**src/rtl/regfile_wb_arbiter_if.sv**
```systemverilog
`default_nettype none
// +--------------------------------------------------------------------------+
// | Module      : regfile_wb_arbiter_if                                      |
// | Description : Bundle of the two writeback request channels and the       |
// |               register-file write port driven by regfile_wb_arbiter.     |
// |   master : writeback sources and register-file side (drives requests,    |
// |            observes ready and the write port)                            |
// |   slave  : the arbiter (takes requests, drives ready and write port)     |
// |   req0_*       ALU writeback request (valid/addr/data, ready back)       |
// |   req1_*       mult/div writeback request (valid/addr/data, ready back)  |
// |   wr_en        registered write strobe                                   |
// |   wr_addr      registered write address                                  |
// |   wr_data      registered write data                                     |
// |   wr_onehot    registered decoded per-register enable vector             |
// |   conflict_cnt saturating count of cycles with both requesters valid     |
// | Revision    : 1.0 - initial release                                      |
// +--------------------------------------------------------------------------+
interface regfile_wb_arbiter_if #(
  parameter int DATA_W = 32,
  parameter int ADDR_W = 5,
  parameter int CNT_W  = 16
);
  localparam int NREG = 2 ** ADDR_W;

  logic              req0_valid;
  logic [ADDR_W-1:0] req0_addr;
  logic [DATA_W-1:0] req0_data;
  logic              req0_ready;

  logic              req1_valid;
  logic [ADDR_W-1:0] req1_addr;
  logic [DATA_W-1:0] req1_data;
  logic              req1_ready;

  logic              wr_en;
  logic [ADDR_W-1:0] wr_addr;
  logic [DATA_W-1:0] wr_data;
  logic [NREG-1:0]   wr_onehot;
  logic [CNT_W-1:0]  conflict_cnt;

  modport master (
    output req0_valid, req0_addr, req0_data,
    output req1_valid, req1_addr, req1_data,
    input  req0_ready, req1_ready,
    input  wr_en, wr_addr, wr_data, wr_onehot, conflict_cnt
  );

  modport slave (
    input  req0_valid, req0_addr, req0_data,
    input  req1_valid, req1_addr, req1_data,
    output req0_ready, req1_ready,
    output wr_en, wr_addr, wr_data, wr_onehot, conflict_cnt
  );
endinterface
`default_nettype wire

```
**src/rtl/regfile_wb_arbiter.sv**
```systemverilog
`default_nettype none
// +--------------------------------------------------------------------------+
// | Module      : regfile_wb_arbiter                                         |
// | Description : Two-way round-robin arbiter for the register file's single |
// |               write port (requester 0 = ALU, 1 = mult/div). Registers    |
// |               the winning address/data, drives a one-hot enable vector,  |
// |               suppresses writes to register 0 and counts conflicts.      |
// |   clk  : system clock, rising-edge active                                |
// |   clr  : asynchronous active-high reset                                  |
// |   bus  : slave side of regfile_wb_arbiter_if (requests in, ready and     |
// |          registered write port out)                                      |
// | Revision    : 1.0 - initial release                                      |
// +--------------------------------------------------------------------------+
module regfile_wb_arbiter #(
  parameter int DATA_W = 32,
  parameter int ADDR_W = 5,
  parameter int CNT_W  = 16
) (
  input  wire                 clk,
  input  wire                 clr,
  regfile_wb_arbiter_if.slave bus
);
  localparam int NREG = 2 ** ADDR_W;

  logic              prio;        // 0: requester 0 favoured on a conflict
  logic              grant0;
  logic              grant1;
  logic              transfer;
  logic              conflict;
  logic [ADDR_W-1:0] sel_addr;
  logic [DATA_W-1:0] sel_data;
  logic [NREG-1:0]   sel_onehot;
  logic              sel_is_r0;

  logic              wr_en_q;
  logic [ADDR_W-1:0] wr_addr_q;
  logic [DATA_W-1:0] wr_data_q;
  logic [NREG-1:0]   wr_onehot_q;
  logic [CNT_W-1:0]  cnt_q;

  // A lone requester always wins; prio only breaks ties. The two grant
  // terms are mutually exclusive by construction.
  always_comb begin
    conflict   = bus.req0_valid & bus.req1_valid;
    grant0     = bus.req0_valid & (~bus.req1_valid | ~prio);
    grant1     = bus.req1_valid & (~bus.req0_valid |  prio);
    transfer   = grant0 | grant1;
    sel_addr   = grant1 ? bus.req1_addr : bus.req0_addr;
    sel_data   = grant1 ? bus.req1_data : bus.req0_data;
    sel_is_r0  = (sel_addr == '0);
    sel_onehot = {{(NREG-1){1'b0}}, 1'b1} << sel_addr;
  end

  assign bus.req0_ready = grant0;
  assign bus.req1_ready = grant1;

  always_ff @(posedge clk or posedge clr) begin
    if (clr) begin
      prio        <= 1'b0;
      wr_en_q     <= 1'b0;
      wr_addr_q   <= '0;
      wr_data_q   <= '0;
      wr_onehot_q <= '0;
      cnt_q       <= '0;
    end else begin
      // Strobe and enables are single-cycle pulses; address/data hold.
      wr_en_q     <= 1'b0;
      wr_onehot_q <= '0;
      if (transfer) begin
        wr_addr_q <= sel_addr;
        wr_data_q <= sel_data;
        // Register 0 is hardwired: accept the request but fire no enable.
        if (!sel_is_r0) begin
          wr_en_q     <= 1'b1;
          wr_onehot_q <= sel_onehot;
        end
        // Favour whoever lost (or did not ask) this time.
        prio <= grant0;
      end
      if (conflict && !(&cnt_q)) begin
        cnt_q <= cnt_q + {{(CNT_W-1){1'b0}}, 1'b1};
      end
    end
  end

  assign bus.wr_en        = wr_en_q;
  assign bus.wr_addr      = wr_addr_q;
  assign bus.wr_data      = wr_data_q;
  assign bus.wr_onehot    = wr_onehot_q;
  assign bus.conflict_cnt = cnt_q;

endmodule
`default_nettype wire

```
**src/flat_wrapper.sv**
```systemverilog
// flat-port wrapper written by rule: the top's interface ports become plain ports
module regfile_wb_arbiter_flat 
#(
  parameter int DATA_W = 32,
  parameter int ADDR_W = 5,
  parameter int CNT_W  = 16
)
  (clk, clr, bus_req0_valid, bus_req0_addr, bus_req0_data, bus_req1_valid, bus_req1_addr, bus_req1_data, bus_req0_ready, bus_req1_ready, bus_wr_en, bus_wr_addr, bus_wr_data, bus_wr_onehot, bus_conflict_cnt);
  regfile_wb_arbiter_if #(.DATA_W(DATA_W), .ADDR_W(ADDR_W), .CNT_W(CNT_W)) bus_i ();
  input  wire clk;
  input  wire clr;
  input wire logic [$bits(bus_i.req0_valid)-1:0] bus_req0_valid;
  input wire logic [$bits(bus_i.req0_addr)-1:0] bus_req0_addr;
  input wire logic [$bits(bus_i.req0_data)-1:0] bus_req0_data;
  input wire logic [$bits(bus_i.req1_valid)-1:0] bus_req1_valid;
  input wire logic [$bits(bus_i.req1_addr)-1:0] bus_req1_addr;
  input wire logic [$bits(bus_i.req1_data)-1:0] bus_req1_data;
  output wire logic [$bits(bus_i.req0_ready)-1:0] bus_req0_ready;
  output wire logic [$bits(bus_i.req1_ready)-1:0] bus_req1_ready;
  output wire logic [$bits(bus_i.wr_en)-1:0] bus_wr_en;
  output wire logic [$bits(bus_i.wr_addr)-1:0] bus_wr_addr;
  output wire logic [$bits(bus_i.wr_data)-1:0] bus_wr_data;
  output wire logic [$bits(bus_i.wr_onehot)-1:0] bus_wr_onehot;
  output wire logic [$bits(bus_i.conflict_cnt)-1:0] bus_conflict_cnt;
  assign bus_i.req0_valid = bus_req0_valid;
  assign bus_i.req0_addr = bus_req0_addr;
  assign bus_i.req0_data = bus_req0_data;
  assign bus_i.req1_valid = bus_req1_valid;
  assign bus_i.req1_addr = bus_req1_addr;
  assign bus_i.req1_data = bus_req1_data;
  assign bus_req0_ready = bus_i.req0_ready;
  assign bus_req1_ready = bus_i.req1_ready;
  assign bus_wr_en = bus_i.wr_en;
  assign bus_wr_addr = bus_i.wr_addr;
  assign bus_wr_data = bus_i.wr_data;
  assign bus_wr_onehot = bus_i.wr_onehot;
  assign bus_conflict_cnt = bus_i.conflict_cnt;
  regfile_wb_arbiter #(.DATA_W(DATA_W), .ADDR_W(ADDR_W), .CNT_W(CNT_W)) u_core (.clk(clk), .clr(clr), .bus(bus_i));
endmodule
```
**config.mk**
```make
export PLATFORM = sky130hd
export DESIGN_NAME = regfile_wb_arbiter_flat
export DESIGN_NICKNAME = d
export VERILOG_FILES = /design/src/rtl/regfile_wb_arbiter_if.sv /design/src/rtl/regfile_wb_arbiter.sv /design/src/flat_wrapper.sv
export SDC_FILE = /design/constraint.sdc
export NUM_CORES = 1
export LEC_CHECK = 0
export BUFFER_PORTS_ARGS = -buffer_cell sky130_fd_sc_hd__buf_2
export CORE_MARGIN = 4
export CORE_UTILIZATION = 52
export DETAILED_ROUTE_END_ITERATION = 10
export GPL_TIMING_DRIVEN = 1
export HOLD_SLACK_MARGIN = 0.15
export PLACE_DENSITY = 0.85
export SYNTH_ARGS = -nofsm -noshare
export SYNTH_HDL_FRONTEND = slang
export SYNTH_SLANG_ARGS = --single-unit
```
**constraint.sdc**
```tcl
create_clock -name clk -period 5.24 [get_ports clk]
set_input_delay 0 -clock clk [delete_from_list [all_inputs] [get_ports clk]]
set_output_delay 0 -clock clk [all_outputs]
set_load 0.02 [all_outputs]
```
==> insert_results.sql <==
INSERT INTO impl_metrics (metric_group, metric, value, unit) VALUES
('sta', 'worst-slew-pin-transition', '1.22', 'ns'),
('global_routing', 'peak_usage_layer_in_the_global_routing_report', 'met2', ''),
('floorplan', 'area_of_the_die', '0.00944', 'mm2'),
('pwr', 'power_switching', '609', 'uW'),
('worst_setup_path', 'worst_path_max_delay_cell', 'sky130_fd_sc_hd__dfrtp_1', ''),
('detailed_routing', 'vias', '4241', ''),
('global_routing', 'fraction_of_met2_tracks_used_by_global_routing', '45.0', '%'),
('sta', 'max_slew_margin', '18.4', '%'),
('sta', 'final.min_clock_period', '3.64', 'ns'),
('place', 'place.detailed.instances', '663', ''),
('cells_and_area', 'antenna_cells_inserted', '0', ''),
('synth', 'synth_cells', '423', ''),
('floorplan', 'fp.dieW', '97.2', 'um'),
('worst_setup_path', 'timing.critical_path.from_type', 'flip-flop', ''),
('run', 'cap_violations', '0', ''),
('global_routing', 'grt_remaining_overflow', '0', ''),
('floorplan', 'pin_count', '166', ''),
('synth', 'ys_types', '45', ''),
('global_routing', 'grt_pass1_wl', '21300', 'um'),
('worst_setup_path', 'worst_ep_arrival_time', '3.87', 'ns'),
('sta', 'finalSetupTns', '0', 'ns'),
('pwr', 'power.leakage', '0.00289', 'uW'),
('pwr', 'internal_power', '1140', 'uW'),
('global_routing', 'antenna_found_initial', '0', ''),
('worst_setup_path', 'critical_path_required', '5.47', 'ns'),
('synth', 'synth_seq_area_share', '52.7', '%'),
('worst_setup_path', 'critPathMaxStageDelay', '1.16', 'ns'),
('clock_tree', 'clock_insertion_delay_worst_skew', '0.35', 'ns'),
('sta', 'portion_of_the_clock_cycle_consumed_by_the_worst_path_in_the_final_layout', '69.5', '%'),
('floorplan', 'initial_utilization', '53.5', '%'),
('pwr', 'power.share.sequential', '46.7', '%'),
('synth', 'synthArstFlopShare', '100', '%'),
('clock_tree', 'tritoncts', 'built', ''),
('status', 'run_status', 'finished, final reports clean', ''),
('sta', 'clock.fmax', '0.274', 'GHz'),
('sta', 'rsz0062_at_grt', 'no', ''),
('detailed_routing', 'routed_wirelength', '12700', 'um'),
('cells_and_area', 'fin_cells', '755', ''),
('cells_and_area', 'layout-area-overhead-vs-synth', '42.3', '%'),
('synth', 'synth_ff_type', 'sky130_fd_sc_hd__dfrtp_1', ''),
('detailed_routing', 'drt-vias-per-instance', '5.62', ''),
('pwr', 'pwr_density_cell', '297', 'mW/mm2'),
('global_routing', 'gr-usage-met3', '6.60', '%'),
('global_routing', 'via_count_of_the_first_global_routing_pass', '4317', ''),
('sta', 'timing.final.setup_violations', '0', ''),
('worst_setup_path', 'critical_path.cell_chain', 'nand2_1, nand2_1, inv_1, a22oi_4, dlygate4sd3_1, o21ai_1, dlygate4sd3_1', ''),
('synth', 'synthesis.area_per_instance', '9.77', 'um2'),
('worst_hold_path', 'min-delay-path-class', 'in2reg', ''),
('pwr', 'vdd.ir_drop.worst', '0.000147', 'V'),
('cells_and_area', 'utilization_after_layout', '76.1', '%'),
('synth', 'synth_nets', '502', ''),
('detailed_routing', 'routed_wire_length_per_instance', '16.8', 'um'),
('clock_tree', 'resized_cells_post_cts', '0', ''),
('floorplan', 'die_h', '97.2', 'um'),
('cells_and_area', 'finish.net_count', '727', ''),
('clock_tree', 'cts_made_buffers', '9', ''),
('synth', 'synth-seq-cells', '87', ''),
('pwr', 'clockPowerShare', '24.0', '%'),
('global_routing', 'grt_util_all_layers', '27.6', '%'),
('pwr', 'p_comb_share', '29.3', '%'),
('clock_tree', 'clock_path_buffers', '2', ''),
('detailed_routing', 'drt_iter0_markers', '227', ''),
('worst_setup_path', 'worstPathMaxFanout', '35', ''),
('global_routing', 'grt_use_met1', '35.2', '%'),
('sta', 'fin_worst_skew', '0.0165', 'ns'),
('synth', 'synth.cell_area', '0.00413', 'mm2'),
('clock_tree', 'htreeDepth', '3', ''),
('place', 'detailedPlacementHpwl', '7390', 'um'),
('synth', 'synth_enable_flop_cells', '0', ''),
('worst_setup_path', 'end_kind', 'flip-flop', ''),
('place', 'gp_routability_congestion', '0.825', '');
sequential cells by signal, indices dropped and copies added (netlist names):
| name | cells |
|---|---|
| u_core.bus.conflict_cnt | 16 |
| u_core.bus.wr_onehot | 32 |
| u_core.bus.wr_en | 1 |
| u_core.prio | 1 |
| u_core.bus.wr_addr | 5 |
| u_core.bus.wr_data | 32 |
path summary, 6_finish.rpt:
path	slack, ns	depth (start not counted)	end	start
worst max-delay path	1.60	7	u_core.bus.wr_en	u_core.prio
worst min-delay path	0.17	3	u_core.bus.wr_onehot[24]	bus_req0_addr[4]
worst max register to register	1.60	7	u_core.bus.wr_en	u_core.prio
worst min register to register	0.50	1	u_core.bus.conflict_cnt[10]	u_core.bus.conflict_cnt[10]
max in group asynchronous	4.00	4	u_core.prio	clr
min in group asynchronous	0.53	4	u_core.bus.wr_onehot[17]	clr
critical path: cells and delay by family, from the launching register on:
kind | cells | cell delay [ns]
flops | 1 | 1.16
simple gates | 2 | 0.55
buf+inv | 3 | 1.30
compound gates | 2 | 0.54
logic make-up after synthesis:
kind of cell	synth area share [%]
xor gates and xnor gates	2.75
buffers and inverters	7.35
muxes	3.21
AOI/OAI and AO/OA	16.1
DFF	52.7
other	0.0907
and+or+nand+nor	17.5
adders and majority gates	0.303
per-stage QoR:
step,instance area [um2],hold slack [ns],worst slack (ns)
after floorplan,4130,0.144,2.99
after global placement,4950,0.275,2.57
after detailed placement,4950,0.285,2.50
after CTS,5880,0.154,1.66
after global routing,5880,0.191,1.35
final,5880,0.168,1.60
metal layers:
| layer | share of wire [%] | routed length (um) |
|---|---|---|
| met5 | 0 | 0 |
| met4 | 2.8 | 354 |
| met3 | 8.9 | 1130 |
| met2 | 50 | 6380 |
| met1 | 38 | 4840 |
cell usage after synthesis, drive strengths merged (2+ instances only):
master	count	area share [%]
a21oi	33	4.0
a22oi	2	0.70
a31oi	33	5.0
and2	3	0.45
buf	16	2.7
clkbuf	14	1.3
dfrtp	87	53
inv	37	3.4
mux2	7	1.9
mux2i	5	1.3
nand2	12	1.1
nand3	5	0.61
nand4	8	1.2
nand4b	2	0.42
nor2	49	4.5
nor2b	9	1.5
nor3	32	5.0
nor4	2	0.67
o21ai	3	0.36
o22ai	36	5.4
or3	2	0.30
or4	4	0.82
xnor2	9	1.9
xor2	4	0.85
what timing repair did:
| action | 4_1_cts | 5_1_grt |
|---|---|---|
| hold buffers | 76 | 0 |
| endpoints found under the hold margin | 126 | 0 |
| setup buffers | 0 | 0 |
final cells by class:
cell class / count / area, um2
Clock buffer: 10 / 128
Clock inverter: 6 / 45.0
Fill cell: 497 / 1850
Inverter: 37 / 140
Multi-Input combinational cell: 269 / 1650
Sequential cell: 87 / 2180
Tap cell: 102 / 128
Timing Repair Buffer: 244 / 1610
power groups by stage:
| stage | clock network [uW] | registers, uW | logic (uW) |
|---|---|---|---|
| floorplan | 0 | 888 | 208 |
| global placement | 0 | 821 | 410 |
| detailed placement | 0 | 822 | 424 |
| CTS | 424 | 812 | 499 |
| global route | 461 | 826 | 551 |
| finish | 418 | 815 | 512 |
layout by cell type (no fill, tap or decap), types with 4 or more instances in the layout:
master and instances:
sky130_fd_sc_hd__nand3_1 5, sky130_fd_sc_hd__nor2_1 48, sky130_fd_sc_hd__clkbuf_8 9, sky130_fd_sc_hd__nor3_1 23, sky130_fd_sc_hd__nor2b_1 8, sky130_fd_sc_hd__xor2_1 4
sky130_fd_sc_hd__dlygate4sd3_1 76, sky130_fd_sc_hd__dfrtp_1 87, sky130_fd_sc_hd__mux2i_1 4, sky130_fd_sc_hd__buf_2 164, sky130_fd_sc_hd__xnor2_1 9, sky130_fd_sc_hd__nor3_2 9
sky130_fd_sc_hd__buf_4 4, sky130_fd_sc_hd__inv_1 35, sky130_fd_sc_hd__o22ai_1 36, sky130_fd_sc_hd__nand4_1 8, sky130_fd_sc_hd__mux2_2 7, sky130_fd_sc_hd__a31oi_1 33
sky130_fd_sc_hd__nand2_1 12, sky130_fd_sc_hd__a21oi_1 33
Note: power is estimated with default switching activity, not from simulation.
